File: src/rtl/ifu_fetch.sv
// rtl/ifu_fetch.sv - MIPS instruction fetch unit with delay-slot redirect handling
//
// Owns the architectural fetch PC, issues instruction-memory reads and buffers
// one fetched instruction for decode.
//
// Ports:
//   clk, reset          clock (rising edge) and synchronous active-low reset
//   redirect_valid/pc   taken branch/jump target for the instruction in decode
//   imem_req/addr       read request, held with a stable address until imem_ack
//   imem_ack/rdata      read completion and instruction word
//   out_valid/ready     handshake towards decode
//   out_instr/pc/pc4    instruction, its address and address+4
//   out_exc             misaligned-target address error
//
// Optional feature: define IFU_ALIGN_CHECK_EN to turn misaligned redirect
// targets into an address-error entry instead of silently aligning them.
module ifu_fetch #(
    parameter logic [31:0] RESET_PC = 32'h0000_3000
) (
    input  logic        clk,
    input  logic        reset,
    input  logic        redirect_valid,
    input  logic [31:0] redirect_pc,
    output logic        imem_req,
    output logic [31:0] imem_addr,
    input  logic        imem_ack,
    input  logic [31:0] imem_rdata,
    output logic        out_valid,
    input  logic        out_ready,
    output logic [31:0] out_instr,
    output logic [31:0] out_pc,
    output logic [31:0] out_pc4,
    output logic        out_exc
);

    typedef enum logic [1:0] {S_IDLE, S_WAIT, S_WAIT_SQ} state_t;

    state_t      state, state_nx;
    logic [31:0] fetch_pc, last_pc, pend_pc, req_addr;
    logic [31:0] tgt, ds, cur_addr;
    logic        pend;
    logic        slot_free, fetch_ok, issue, xfer;
    logic        ds_in_out, ds_in_flight, load;

`ifdef IFU_ALIGN_CHECK_EN
    logic halt, exc_load, exc_r;
    assign tgt      = redirect_pc;
    assign fetch_ok = !halt && (fetch_pc[1:0] == 2'b00);
    // A misaligned target is never sent to memory; it becomes an error entry
    // once the output register can take it, and fetching stops afterwards.
    assign exc_load = reset && (state == S_IDLE) && !halt
                      && (fetch_pc[1:0] != 2'b00) && slot_free;
    assign out_exc  = exc_r;
`else
    assign tgt      = {redirect_pc[31:2], 2'b00};
    assign fetch_ok = 1'b1;
    assign out_exc  = 1'b0;
`endif

    assign slot_free = !out_valid || out_ready;
    assign xfer      = out_valid && out_ready;
    assign issue     = reset && (state == S_IDLE) && slot_free && fetch_ok;
    assign cur_addr  = (state == S_IDLE) ? fetch_pc : req_addr;
    assign imem_addr = cur_addr;

    // The redirect belongs to the last instruction handed to decode, so its
    // delay slot is the sequentially next address.
    assign ds           = last_pc + 32'd4;
    assign ds_in_out    = out_valid && (out_pc == ds);
    assign ds_in_flight = ((state == S_WAIT) || issue) && (cur_addr == ds);

    always_comb begin
        state_nx = state;
        imem_req = 1'b0;
        load     = 1'b0;
        case (state)
            S_IDLE: begin
                if (issue) begin
                    imem_req = 1'b1;
                    if (imem_ack) load = 1'b1;
                    else          state_nx = S_WAIT;
                end
            end
            S_WAIT: begin
                imem_req = reset;
                if (imem_ack) begin
                    load     = 1'b1;
                    state_nx = S_IDLE;
                end
            end
            S_WAIT_SQ: begin
                imem_req = reset;
                if (imem_ack) state_nx = S_IDLE;
            end
            default: state_nx = S_IDLE;
        endcase
        // Delay slot already buffered: whatever is being fetched now is past
        // the branch and must not reach decode.
        if (redirect_valid && ds_in_out && imem_req) begin
            load     = 1'b0;
            state_nx = imem_ack ? S_IDLE : S_WAIT_SQ;
        end
    end

    always_ff @(posedge clk) begin
        if (!reset) begin
            state     <= S_IDLE;
            fetch_pc  <= RESET_PC;
            last_pc   <= RESET_PC - 32'd4;
            pend      <= 1'b0;
            pend_pc   <= RESET_PC;
            req_addr  <= RESET_PC;
            out_valid <= 1'b0;
            out_instr <= 32'd0;
            out_pc    <= RESET_PC;
            out_pc4   <= RESET_PC + 32'd4;
`ifdef IFU_ALIGN_CHECK_EN
            halt      <= 1'b0;
            exc_r     <= 1'b0;
`endif
        end else begin
            state <= state_nx;

            if (xfer) begin
                out_valid <= 1'b0;
                last_pc   <= out_pc;
            end
            if (load) begin
                out_valid <= 1'b1;
                out_instr <= imem_rdata;
                out_pc    <= cur_addr;
                out_pc4   <= cur_addr + 32'd4;
`ifdef IFU_ALIGN_CHECK_EN
                exc_r     <= 1'b0;
`endif
            end
`ifdef IFU_ALIGN_CHECK_EN
            if (exc_load) begin
                out_valid <= 1'b1;
                out_instr <= 32'd0;
                out_pc    <= fetch_pc;
                out_pc4   <= fetch_pc + 32'd4;
                exc_r     <= 1'b1;
                halt      <= 1'b1;
            end
`endif

            if (issue) begin
                req_addr <= fetch_pc;
                fetch_pc <= pend ? pend_pc : fetch_pc + 32'd4;
                pend     <= 1'b0;
            end

            if (redirect_valid) begin
`ifdef IFU_ALIGN_CHECK_EN
                if (halt) begin
                    fetch_pc <= tgt;
                    halt     <= 1'b0;
                    pend     <= 1'b0;
                end else
`endif
                if (ds_in_out || ds_in_flight) begin
                    fetch_pc <= tgt;
                    pend     <= 1'b0;
                end else begin
                    // Delay slot not requested yet: fetch it first, then jump.
                    pend    <= 1'b1;
                    pend_pc <= tgt;
                end
            end
        end
    end

endmodule

File: config.mk
export PLATFORM = sky130hd
export DESIGN_NAME = ifu_fetch
export DESIGN_NICKNAME = d
export VERILOG_FILES = /design/src/rtl/ifu_fetch.sv
export SDC_FILE = /design/constraint.sdc
export NUM_CORES = 1
export LEC_CHECK = 0
export ABC_AREA = 1
export ABC_CLOCK_PERIOD_IN_PS = 4100
export BUFFER_PORTS_ARGS = -buffer_cell sky130_fd_sc_hd__buf_2
export CAP_MARGIN = 20
export CORE_MARGIN = 4
export CORE_UTILIZATION = 40
export DETAILED_ROUTE_END_ITERATION = 10
export PLACE_DENSITY = 0.69
export SYNTH_ARGS = -nofsm -noshare
export SYNTH_HDL_FRONTEND = slang
export SYNTH_SLANG_ARGS = --single-unit
File: constraint.sdc
create_clock -name clk -period 4.1 [get_ports clk]
set_clock_uncertainty 0.2 [all_clocks]
set_input_delay 0.82 -clock clk [delete_from_list [all_inputs] [get_ports clk]]
set_output_delay 0.82 -clock clk [all_outputs]
set_load 0.01 [all_outputs]
# Word level (Yosys, flattened, before mapping)

Cells that the tools add are included.

Register bits: 226
Latch bits: 0
Bits in writable memories: 0
Memory bits (read-only): 0
Input port bits: 69
Output and inout bits: 131
Logic and storage cells: 60
Memories: 0

Add/subtract/negate cells: 3
Multipliers: 0
Divide/modulo/power cells: 0
$lt $le $gt $ge: 0
Eq/ne operators: 7
Shift operators: 0
Multiplexer cells: 22
Bitwise logic cells: 1
Reductions and logical operators: 17

Operators by type and width:

| cell                    | count |
|---|---|
| $mux W32                | 5 |
| $add A32 B3 Y32 const B | 3 |
| $eq A32 B32 Y1          | 2 |
| $mux W2                 | 5 |
| $mux W1                 | 9 |
| $logic_and A1 B1 Y1     | 7 |
| $ne A3 B2 Y1 const B    | 2 |
| $pmux W1 S2             | 2 |
| $pmux W2 S2             | 1 |
| $reduce_bool A2 Y1      | 2 |
| $logic_or A1 B1 Y1      | 3 |
| $ne A3 B1 Y1 const B    | 1 |
| $reduce_and A3 Y1       | 1 |
| $eq A2 B1 Y1 const B    | 1 |
| $eq A2 B2 Y1 const B    | 1 |
| $logic_not A2 Y1        | 1 |
| $reduce_and A2 Y1       | 1 |
| $reduce_or A2 Y1        | 1 |
| $logic_not A1 Y1        | 1 |
| $not A1 Y1              | 1 |

# Logic depth before layout (Yosys ltp)

Word-level depth: 8
Mapped depth: 22
Mapped depth without buffers: 20

# Worst setup path before layout

Ideal clock, no wire load.

Kind: register to register
Start point: register state[0]
End point: register out_pc4[30]
Setup time: 0.116 ns
Arrival time: 2.835 ns
Data required time: 3.784 ns
Slack: 0.950 ns
Cell stages (with the launch flop): 20
Path buffers: 2
Clock period less this slack: 3.150 ns
Path through: dfxtp_1 > inv_1 > ha_1 > buf_2 > buf_2 > nand2_1 > nand2_1 > ha_1 > inv_1 > nor3_1 > nand4_1 > nor2_1 > nand2_1 > nor2_1 > nand2_1 > nor2_1 > nand2_1 > xor2_1 > nor2_1 > nor2_1

Elaborated cells on any way between the ends: 14
Those cells by class: 1 x add/sub; 2 x eq/ne; 6 x mux; 5 x reduce/logical

RTL lines:

| item                   | line | text |
|---|---|---|
| from (decl)            | 38   | `state_t state, state_nx;` |
| from (signal assigned) | 122  | `state <= state_nx;` |
| $logic_not A2 Y1       | 63   | `assign cur_addr = (state == S_IDLE) ? fetch_pc : req_addr;` |
| $mux W32               | 63   |  |
| net imem_addr[3]       | 25   | `output logic [31:0] imem_addr,` |
| $add A32 B3 Y32        | 132  | `out_pc4 <= cur_addr + 32'd4;` |
| to (signal assigned)   | 116  | `out_pc4 <= RESET_PC + 32'd4;` |
| to (signal assigned)   | 132  |  |
| to (decl)              | 32   | `output logic [31:0] out_pc4,` |

The timed path passes the listed nets, and every way through them passes these cells.
A chain may end at the register's enable or synchronous reset.

# Worst setup path in the final report

Start point: register state[0]
End point: output imem_addr[21]

Word-level cells in the longest chain between the ends: 2

RTL lines:

| item             | line |
|---|---|
| $logic_not A2 Y1 | 63 |
| $mux W32         | 63 |
| to (decl)        | 25 |

No other way between the ends.

==> flow_summary.ini <==
[setup_path]
crit_path_cell_trace = inv_1, ha_2, buf_12, o21ai_0, inv_1, buf_2
cpMostUsedCell = inv_1
critPathTopFamily = buffers and inverters
endpoint_kind = output pin
rr_startpoint = state[0]
critPathMaxFanout = 45
critPathMaxStageDelay_ps = 690
slowest_stage = o21ai_0
reg2reg_depth = 16
crit_buf_inv = 4
crit_required_ps = 3080
worstSetupStartpointType = flip-flop
path_class = reg2out
path_depth = 6
cp_data_arrival_time_ps = 2790
crit_start = state[0]

[sta]
period_needed_ps = 3810
slew_headroom_pct = 28.3
rsz0062_at_grt = false
fin_ws_ps = 288
clock.fmax_mhz = 262
hold_slack_ps = 258
slew_violations = 0
finalHoldViolCount = 0
tightest_slew_ps = 1080
finalSetupViolCount = 0
fin_setup_tns_ps = 0
period_share_pct = 93.0

[synth]
synth_area_um2 = 12900
syn_nets = 2156
synth_cells = 2081
avgSynthCellArea_um2 = 6.18
ys_types = 52
synth_edf_count = 0
yosys_most_used_dff = dfxtp_1
ys_seq_elements = 224
synth_async_sr_flop_share_pct = 0
synth_warnings = 0
synth-seq-area-share_pct = 34.9

[clocking]
cts_setup_buffers = 0
cts_tree = done
clk_pin_slew_ps = 60
h-tree-depth = 1
root_buffer = clkbuf_16
clk_latency_ps = 550
cts_buffers = 26
clock_path_buffers = 3
clock_sinks = 224

[drt]
post_drt_wl_per_cell_um = 16.1
via_per_inst = 5.19
num_vias = 13900
firstDrtPassIters = 5
drt_iter0_drc = 1246
drt.antenna.violating_nets = 0
routed_wl_um = 43200
drc = 0

[grt]
grt_usage_pct = 23.6
grt_first_pass_wirelength_um = 68600
grt_max_degree = 104
antenna_found_initial = 1
grt_pass1_vias = 13000
overflow = 0

[hold_path]
holdPathStages = 2
worstHoldStart = out_pc4[23]
hold_path.class = reg2reg

[finish]
final_nets = 2329
area_delta_synth_final_pct = 18.7
layout_common_cells = nand2_1, nor2_1, dfxtp_1
final_layout_size_suffix_gt1_share_pct = 14.1
final_common_cell = nand2_1
finish.utilization_pct = 48.2
num-fill-cells = 3266

[placed_design]
gp_congestion = 0.942
portBuffers = 196
place_ws_ps = 179
hpwl_um = 32200

[floorplan]
start_util_pct = 40.6
coreArea_um2 = 31600
die-area_um2 = 35100
die_w_um = 187
die_height_um = 187
num_io_pins = 200
std_cell_rows = 65

[run_status]
status = complete, no violations

[job]
cap_violations = 0

[power]
power_density_nw_per_um2 = 495
peakVddDrop_mv = 0.279
p_leak_nw = 7.55
-- through the flow --
| step | total power, W | cell area [um2] | instances |
|---|---|---|---|
| 3_3_place_gp | 0.00495 | 14300 | 2627 |
| 6_report | 0.00756 | 15300 | 2676 |
| 3_5_place_dp | 0.00498 | 14300 | 2627 |
| 4_1_cts | 0.00757 | 15200 | 2674 |
| 5_1_grt | 0.00797 | 15300 | 2676 |
| 2_1_floorplan | 0.00409 | 12900 | 2081 |
-- tightest hold or removal path, delay by kind of cell (launching register included) --
family,cells,cell delay [ps]
flops,1,300
simple gates,1,60
compound gates,1,50
-- metal layers --
metal	wire length [um]	share of wire, %	vias up	track usage, %
met5	0	0	-	0
met4	1640	3.8	0	7.96
met3	3130	7.3	95	3.27
met2	19400	45	502	38.8
met1	19000	44	6328	31.9
li1	-	-	6973	-
-- cell families (layout without fill, tap and decap cells) --
kind of cell,Yosys count,count (layout),share of synthesized area [%]
and+or+nand+nor,1190,1190,38.4
buffers and inverters,310,502,9.78
AOI/OAI and AO/OA,304,304,12.9
DFF,224,224,34.9
xor gates and xnor gates,46,46,3.46
adders and majority gates,6,6,0.584
other,1,2,0.0292
-- repair_timing --
item	CTS	global route
setup endpoints to repair	0	17
hold buffers	0	0
resized for setup	0	3
-- state kept, by name, indices dropped and copies added, names as in the netlist --
name / cells
fetch_pc: 32
last_pc: 32
out_instr: 32
out_pc: 32
req_addr: 32
out_pc4: 30
pend_pc: 30
state: 2
out_valid: 1
pend: 1
-- report_power, final --
part / total [W] / switching [W] / internal, W
combinational: 0.00242 / 0.00162 / 0.000801
sequential: 0.00255 / 0.000164 / 0.00238
clock: 0.00258 / 0.000951 / 0.00163
total: 0.00756 / 0.00274 / 0.00482
-- cells in the mapped netlist (2+ instances only) --
cell type / instances / area [um2]
nand2_1: 593 / 2230
nor2_1: 351 / 1320
dfxtp_1: 224 / 4480
inv_1: 210 / 788
o21ai_0: 156 / 781
nand3_1: 153 / 766
a21oi_1: 91 / 455
clkbuf_1: 55 / 206
xor2_1: 40 / 350
nand4_1: 24 / 150
nor3_1: 21 / 105
buf_2: 18 / 90.1
o211ai_1: 15 / 113
buf_4: 13 / 97.6
nand3b_1: 11 / 82.6
nor2_4: 8 / 90.1
o21ai_1: 8 / 40.0
a22oi_1: 7 / 52.6
nand2_2: 7 / 43.8
nor4_1: 7 / 43.8
ha_1: 6 / 75.1
inv_2: 6 / 22.5
a31oi_1: 4 / 25.0
buf_1: 4 / 15.0
nor2_2: 4 / 25.0
o22ai_1: 4 / 25.0
buf_6: 3 / 33.8
o221ai_1: 3 / 26.3
xnor2_1: 3 / 26.3
a21boi_0: 2 / 15.0
a221oi_1: 2 / 17.5
a31o_2: 2 / 17.5
and2_1: 2 / 12.5
nand3_2: 2 / 20.0
nor3b_1: 2 / 15.0
o21ai_2: 2 / 17.5
or2_2: 2 / 12.5
xnor3_1: 2 / 45.0
-- area by class of cell --
class / count / area [um2] / share of cell area (%)
clock buffer: 37 / 783 / 5.13
sequential: 224 / 4480 / 29.4
multi-input combinational: 1547 / 7130 / 46.7
tap: 402 / 503 / 3.30
inverter: 217 / 815 / 5.34
clock inverter: 10 / 175 / 1.15
timing repair buffer: 238 / 1360 / 8.92
antenna: 1 / 2.50 / 0.0164
-- final timing paths --
check | to | slack (ps)
setup / recovery | imem_addr[21] | 290
setup reg to reg | fetch_pc[8] | 360
hold / removal | out_pc4[23] | 260
hold reg to reg | out_pc4[23] | 260
Note: power is estimated with default switching activity, not from simulation.
